File: src/rtl/rr_arbiter4_pkg.sv
// Shared types and constants for the four-way round-robin arbiter.
package rr_arbiter4_pkg;

   localparam int NREQ  = 4;
   localparam int IDX_W = 2;

   typedef enum logic {
      ARB_IDLE = 1'b0,
      ARB_BUSY = 1'b1
   } arb_state_t;

   // Result of the round-robin search: whether anyone is requesting, and who wins.
   typedef struct packed {
      logic             found;
      logic [IDX_W-1:0] idx;
   } rr_pick_t;

endpackage

File: src/rtl/rr_arbiter4_decode24.sv
// 2-to-4 one-hot decoder used to turn the owner index into a grant vector.
module rr_arbiter4_decode24
   import rr_arbiter4_pkg::*;
(
   input  logic [IDX_W-1:0] sel,
   output logic [NREQ-1:0]  onehot
);

   // Exactly one output bit follows the selected index.
   always_comb begin
      onehot      = '0;
      onehot[sel] = 1'b1;
   end

endmodule

File: src/rtl/rr_arbiter4.sv
// Round-robin arbiter for four requesters with a per-tenure hold limit.
//
//  state    | meaning
//  ---------+----------------------------------------------------------------
//  ARB_IDLE | no tenure; arbitrate on req, search starts after last owner
//  ARB_BUSY | owner holds the resource until it drops req or hits MAX_HOLD
//
// Every release passes through ARB_IDLE, which gives one grant-free
// turnaround cycle between tenures.
module rr_arbiter4
   import rr_arbiter4_pkg::*;
#(
   parameter int MAX_HOLD = 8,
   parameter int HOLD_W   = 4
)
(
   input  logic              CLK,
   input  logic              Reset,
   input  logic [NREQ-1:0]   req,
   output logic [NREQ-1:0]   grant,
   output logic              grant_valid,
   output logic [IDX_W-1:0]  owner,
   output logic              expire
);

   localparam logic [HOLD_W-1:0] HOLD_LIM = HOLD_W'(MAX_HOLD);
   localparam logic [HOLD_W-1:0] CNT_TOP  = '1;
   // With no hold limit the counter simply parks at its top value.
   localparam logic [HOLD_W-1:0] CNT_SAT  = (MAX_HOLD == 0) ? CNT_TOP : HOLD_LIM;

   arb_state_t        state;
   logic [IDX_W-1:0]  last_owner;
   logic [HOLD_W-1:0] hold_cnt;
   rr_pick_t          pick;
   logic              owner_req;
   logic              timeout;
   logic [NREQ-1:0]   dec_onehot;

   // First requester found scanning last+1, last+2, ... modulo NREQ.
   function automatic rr_pick_t rr_next(input logic [IDX_W-1:0] last,
                                        input logic [NREQ-1:0]  reqs);
      rr_pick_t         res;
      logic [IDX_W-1:0] cand;
      res = '0;
      for (int k = 1; k <= NREQ; k++) begin
         cand = last + IDX_W'(k);
         if (!res.found && reqs[cand]) begin
            res.found = 1'b1;
            res.idx   = cand;
         end
      end
      return res;
   endfunction

   assign pick      = rr_next(last_owner, req);
   assign owner_req = req[owner];
   assign timeout   = (MAX_HOLD != 0) && (hold_cnt == HOLD_LIM);

   rr_arbiter4_decode24 u_decode (
      .sel    (owner),
      .onehot (dec_onehot)
   );

   assign grant = grant_valid ? dec_onehot : '0;

   // Arbitration FSM; all outputs except the decoded grant are registered here.
   always_ff @(posedge CLK) begin
      if (Reset) begin
         state       <= ARB_IDLE;
         grant_valid <= 1'b0;
         owner       <= '0;
         expire      <= 1'b0;
         last_owner  <= IDX_W'(NREQ - 1);
         hold_cnt    <= '0;
      end else begin
         expire <= 1'b0;
         case (state)
            ARB_IDLE: begin
               if (pick.found) begin
                  state       <= ARB_BUSY;
                  owner       <= pick.idx;
                  grant_valid <= 1'b1;
                  hold_cnt    <= HOLD_W'(1);
               end
            end
            ARB_BUSY: begin
               // A dropped request takes priority over the timeout, so no expire pulse.
               if (!owner_req) begin
                  state       <= ARB_IDLE;
                  grant_valid <= 1'b0;
                  last_owner  <= owner;
               end else if (timeout) begin
                  state       <= ARB_IDLE;
                  grant_valid <= 1'b0;
                  last_owner  <= owner;
                  expire      <= 1'b1;
               end else if (hold_cnt != CNT_SAT) begin
                  hold_cnt <= hold_cnt + 1'b1;
               end
            end
            default: begin
               state       <= ARB_IDLE;
               grant_valid <= 1'b0;
            end
         endcase
      end
   end

endmodule
File: config.mk
export PLATFORM = sky130hd
export DESIGN_NAME = rr_arbiter4
export DESIGN_NICKNAME = d
export VERILOG_FILES = /design/src/rtl/rr_arbiter4_pkg.sv /design/src/rtl/rr_arbiter4_decode24.sv /design/src/rtl/rr_arbiter4.sv
export SDC_FILE = /design/constraint.sdc
export NUM_CORES = 1
export LEC_CHECK = 0
export CAP_MARGIN = 15
export CORE_ASPECT_RATIO = 1.5
export CORE_UTILIZATION = 30
export CTS_CLUSTER_SIZE = 20
export DETAILED_ROUTE_END_ITERATION = 7
export SYNTH_ARGS = -nofsm -noshare
export SYNTH_HDL_FRONTEND = slang
export SYNTH_HIERARCHICAL = 1
export SYNTH_SLANG_ARGS = --single-unit
File: constraint.sdc
create_clock -name CLK -period 2.15 [get_ports CLK]
set_clock_uncertainty 0.05 [all_clocks]
set_input_delay 0.645 -clock CLK [delete_from_list [all_inputs] [get_ports CLK]]
set_output_delay 0.645 -clock CLK [all_outputs]
set_load 0.02 [all_outputs]
# Word-level counts from Yosys, hierarchy flattened
# Cells that the tools add are included.
dict set report classes {
  n_mux 33
  order_cmp 6
  bitwise 2
  n_eq_ne 8
  addsub 4
  reduce_logical 12
}
# cell n
set op_table {}
lappend op_table {{$mux W4} 5}
lappend op_table {{$lt A2 B3 Y1 const B} 5}
lappend op_table {{$mux W1} 13}
lappend op_table {{$mux W3} 4}
lappend op_table {{$bmux W1 S2} 5}
lappend op_table {{$pmux W4 S2} 1}
lappend op_table {{$ne A2 B1 Y1 const B} 3}
lappend op_table {{$reduce_and A2 Y1} 3}
lappend op_table {{$add A2 B2 Y2 const B} 2}
lappend op_table {{$add A4 B1 Y4 const B} 1}
lappend op_table {{$eq A4 B4 Y1 const B} 1}
lappend op_table {{$logic_and A1 B1 Y1} 4}
lappend op_table {{$mux W2} 2}
lappend op_table {{$ne A2 B2 Y1 const B} 2}
lappend op_table {{$ne A4 B4 Y1 const B} 1}
lappend op_table {{$pmux W1 S2} 2}
lappend op_table {{$reduce_and A4 Y1} 1}
lappend op_table {{$logic_not A1 Y1} 3}
lappend op_table {{$ne A3 B2 Y1 const B} 1}
lappend op_table {{$reduce_or A3 Y1} 1}
lappend op_table {{$add A2 B1 Y2 const B} 1}
lappend op_table {{$demux W1 S2} 1}
lappend op_table {{$ge A2 B1 Y1 const B} 1}
lappend op_table {{$not A1 Y1} 2}
dict set report totals {
  out_inout_bits 8
  ff_bits 11
  elab_cells 71
}

# Logic depth before layout (Yosys ltp)
dict set report depth {
  depth_word 15
  depth_mapped 6
  ltp_nobuf 6
}

# Cells and area by module
# The synthesis kept the hierarchy.
# module cells_per_inst n_inst seq_area_each_um2 area_per_inst_um2
set by_module_without_submodules {}
lappend by_module_without_submodules {rr_arbiter4 75 1 220.2 629.4}
lappend by_module_without_submodules {rr_arbiter4_decode24 4 1 0.0 26.3}

# Worst setup path before layout
# No wires, ideal clock.
dict set report synth_path {
  path_kind {input-to-reg}
  start {input port req[1]}
  end {register hold_cnt[2]}
  stages 4
  required_ns 2.030
  t_arrival_ns 1.560
  setup_slack_ns 0.470
  setup_time_ns 0.070
  n_path_buf 0
  cell_sequence {mux2i_1 > o22a_1 > or4b_1 > a21boi_1}
}
dict set report synth_between {
  elab_chain_len 14
  word_cells_on_any_way 23
}
# element line
set synth_rtl {}
lappend synth_rtl {{from (decl)} rr_arbiter4.sv:19} ;# input logic [NREQ-1:0] req,
lappend synth_rtl {{$bmux W1 S2} rr_arbiter4.sv:47} ;# if (!res.found && reqs[cand]) begin
lappend synth_rtl {{$mux W1 (implied by the code)} rr_arbiter4.sv:47}
lappend synth_rtl {{$mux W3} rr_arbiter4.sv:47}
lappend synth_rtl {{$logic_not A1 Y1} rr_arbiter4.sv:47}
lappend synth_rtl {{$logic_and A1 B1 Y1} rr_arbiter4.sv:47}
lappend synth_rtl {{$mux W3} rr_arbiter4.sv:47}
lappend synth_rtl {{$logic_not A1 Y1} rr_arbiter4.sv:47}
lappend synth_rtl {{$logic_and A1 B1 Y1} rr_arbiter4.sv:47}
lappend synth_rtl {{$mux W3} rr_arbiter4.sv:47}
lappend synth_rtl {{$logic_not A1 Y1} rr_arbiter4.sv:47}
lappend synth_rtl {{$logic_and A1 B1 Y1} rr_arbiter4.sv:47}
lappend synth_rtl {{$mux W3} rr_arbiter4.sv:47}
lappend synth_rtl {{$ne A2 B2 Y1 (no source line)} n/a}
lappend synth_rtl {{$reduce_and A4 Y1 (no source line) *} n/a}
lappend synth_rtl {{to (signal assigned)} rr_arbiter4.sv:98} ;# hold_cnt <= hold_cnt + 1'b1;
lappend synth_rtl {{to (decl)} rr_arbiter4.sv:33} ;# logic [HOLD_W-1:0] hold_cnt;
# Every way passes the cells marked *; elsewhere a longest branch is shown, timed or not. The select of a mux whose other input is x is not followed.
# A chain may end at the register's enable or synchronous reset.

# Final worst setup path
dict set report layout_path {
  start {input port req[0]}
  end {register hold_cnt[2]}
}
# Same word-level chain as after synthesis.

==> impl_metrics.env <==
export IMPL_wirelength_microns=1560
export IMPL_cts_tree="built"
export IMPL_synth_edf_count=0
export IMPL_reg2reg_slack_ns=0.47
export IMPL_antenna_left=0
export IMPL_vdd_drop_max_v=0.000335
export IMPL_synthDistinctLibCells=36
export IMPL_tns_ns=0
export IMPL_rr_startpoint="owner[0]"
export IMPL_wl_met1_microns=606
export IMPL_crit_start="req[0]"
export IMPL_ctsHtreeMaxLevel=1
export IMPL_fmax_mhz=499
export IMPL_num_rows=20
export IMPL_worstMarginPinSlew_ns=0.334
export IMPL_status="completed"
export IMPL_die_height_microns=59.3
export IMPL_maxCapViolCount=0
export IMPL_rr_endpoint="last_owner[0]"
export IMPL_cts_clk_slew_worst_paths_ns=0.07
export IMPL_ys_flop_type="dfxtp_1"
export IMPL_syn_inst=79
export IMPL_layout_drive_gt1_share=0.189
export IMPL_critPathMaxFanout=4
export IMPL_p_leak_nw=0.419
export IMPL_met2_wirelength_microns=854
export IMPL_pre_cts_ws_ns=-0.127
export IMPL_yosysTopAreaCell="dfxtp_1"
export IMPL_period_minus_slack_ns=2.00
export IMPL_synth_seq_cells=11
export IMPL_synth_most_common_cell="dfxtp_1"
export IMPL_cts_buffers=3
export IMPL_yosysTopAreaCellShare=0.336
export IMPL_synth_avg_cell_area_sq_um=8.30
export IMPL_worst_slack_ns=0.147
export IMPL_power_w=0.000533
export IMPL_reg2regPathDepth=6
export IMPL_endpoint="hold_cnt[2]"
export IMPL_rsz0062_at_grt="false"
export IMPL_p_per_area_mw_per_mm2=578
export IMPL_antenna_found_initial=0
export IMPL_max_slew_margin_rel=0.776
export IMPL_final_nets=115
export IMPL_synthTopCellsByCount="11 x dfxtp_1, 7 x inv_1"
export IMPL_grt_usage=0.148
export IMPL_globalRouteOverflowTotal=0
export IMPL_synthToLayoutAreaGrowth_pct=40.6
export IMPL_hold_class="reg -> reg"
export IMPL_root_buffer="clkbuf_4"
export IMPL_num_antenna_cells=0
export IMPL_fin_crit_sh=0.932
export IMPL_dieArea_sq_mm=0.00238
export IMPL_io_pins=14
export IMPL_vias=663
export IMPL_setup_viol=0
export IMPL_syn_num_nets=87
export IMPL_viasPerCell=5.18
export IMPL_clkLatencyLatePin_ns=0.27
export IMPL_grt_max_degree=9
export IMPL_die_x_microns=40.2
export IMPL_placed_area_sq_um=892
export IMPL_first_pass_iters=4
export IMPL_arrival_ns=2.15
export IMPL_crit_required_ns=2.30
export IMPL_initial_core_util=0.320
export IMPL_dpl_hpwl_microns=1250
export IMPL_clk_path_buf_depth=2
export IMPL_drt_initial_drc_count=24
export IMPL_yosysSeqAreaShare=0.336
export IMPL_clock_sinks=11
export IMPL_path_class="in -> reg"
export IMPL_dr_max_layer_used="met4"
export IMPL_synthTopCellsByArea="dfxtp_1 34%, mux2i_1 4.6%, inv_1 4.0%"
export IMPL_grt_pass1_wl_microns=2390
export IMPL_wire_per_inst_microns=12.2
export IMPL_post_route_drc_count=0
export IMPL_hold_viol=0
export IMPL_utilization=0.449
export IMPL_syn_area_sq_um=656
export IMPL_fin_area_sq_um=922
export IMPL_async_flop_share=0
export IMPL_fill_cells=220
export IMPL_slew_viol_final=0
export IMPL_gp_congestion=0.674
export IMPL_startpoint_type="input port"
export IMPL_port_buffers=13
export IMPL_crit_path_end_kind="flop"
export IMPL_yosysWarnings=6
export IMPL_wl_met3_microns=75
export IMPL_core_area_sq_mm=0.00205
export IMPL_grt_pass1_vias=634
==> through the flow <==
step | hold WS, ns | cells
floorplan | 0.407 | 79
global placement | 0.435 | 124
detailed placement | 0.443 | 124
CTS | 0.453 | 128
global route | 0.475 | 128
finish | 0.452 | 128
==> cells in the final DEF, fill, tap and decap left out, types with 2 or more instances in the layout <==
cell             instances
a21boi_1                 2
a21oi_1                  4
a31oi_1                  2
and2_1                   4
buf_4                   12
clkbuf_4                 3
clkdlybuf4s50_1          7
dfxtp_1                 11
dlygate4sd2_1            3
dlymetal6s2s_1           3
ha_1                     2
inv_1                    7
mux2i_1                  3
nand2_1                  4
nand2b_1                 4
nand3_1                  3
nand3b_1                 2
nor2_1                   3
o21ai_0                  4
or3_1                    3
==> state kept, by name, summed over array words and instances (netlist names) <==
register / cells
owner: 2
hold_cnt: 4
grant_valid: 1
last_owner: 2
expire: 1
state: 1
==> power breakdown <==
part           internal, W  switching, W
combinational    0.0000844     0.0000714
clock            0.0000719     0.0000685
sequential        0.000219     0.0000183
total             0.000375      0.000158
==> cell families (layout without fill, tap and decap cells) <==
kind of cell    Yosys count  count (layout)  share of synthesized area
simple gates             34              34                      0.313
mux                       3               3                     0.0458
compound gates           20              20                      0.210
buf+inv                   9              36                     0.0573
fa+ha+maj                 2               2                     0.0382
flops                    11              11                      0.336
==> worst max-delay path, stage by stage <==
cell and delay [ns]:
clkdlybuf4s50_1 0.52, mux2i_1 0.11, o22a_1 0.26, or4b_1 0.48
a21boi_1 0.13
==> timing repair <==
action / 4_1_cts / 5_1_grt
hold buffers: 0 / 0
gates cloned: 0 / 0
resized for setup: 3 / 3
endpoints found under the setup margin: 3 / 3
buffers inserted: 0 / 0
==> worst min path at each step <==
stage | from | to | slack [ns] | depth (start not counted)
after floorplan | hold_cnt[3] | hold_cnt[3] | 0.41 | 2
after global placement | hold_cnt[3] | hold_cnt[3] | 0.43 | 2
after detailed placement | hold_cnt[3] | hold_cnt[3] | 0.44 | 2
after CTS | hold_cnt[3] | hold_cnt[3] | 0.45 | 2
after global routing | hold_cnt[1] | hold_cnt[1] | 0.47 | 2
final | hold_cnt[3] | hold_cnt[3] | 0.45 | 2
==> cell type report <==
class | instances | area, sq um | area share
timing repair buffer | 25 | 224 | 0.243
multi-input combinational | 59 | 398 | 0.431
sequential | 11 | 220 | 0.239
clock buffer | 4 | 26.3 | 0.0285
tap | 22 | 27.5 | 0.0299
inverter | 7 | 26.3 | 0.0285
==> per-layer routing <==
layer,vias to the layer above,global-route usage
met2,18,0.276
met1,303,0.136
met4,0,0.0857
met3,4,0.0263
met5,-,0
li1,338,-
(Power assumes the default switching activity.)
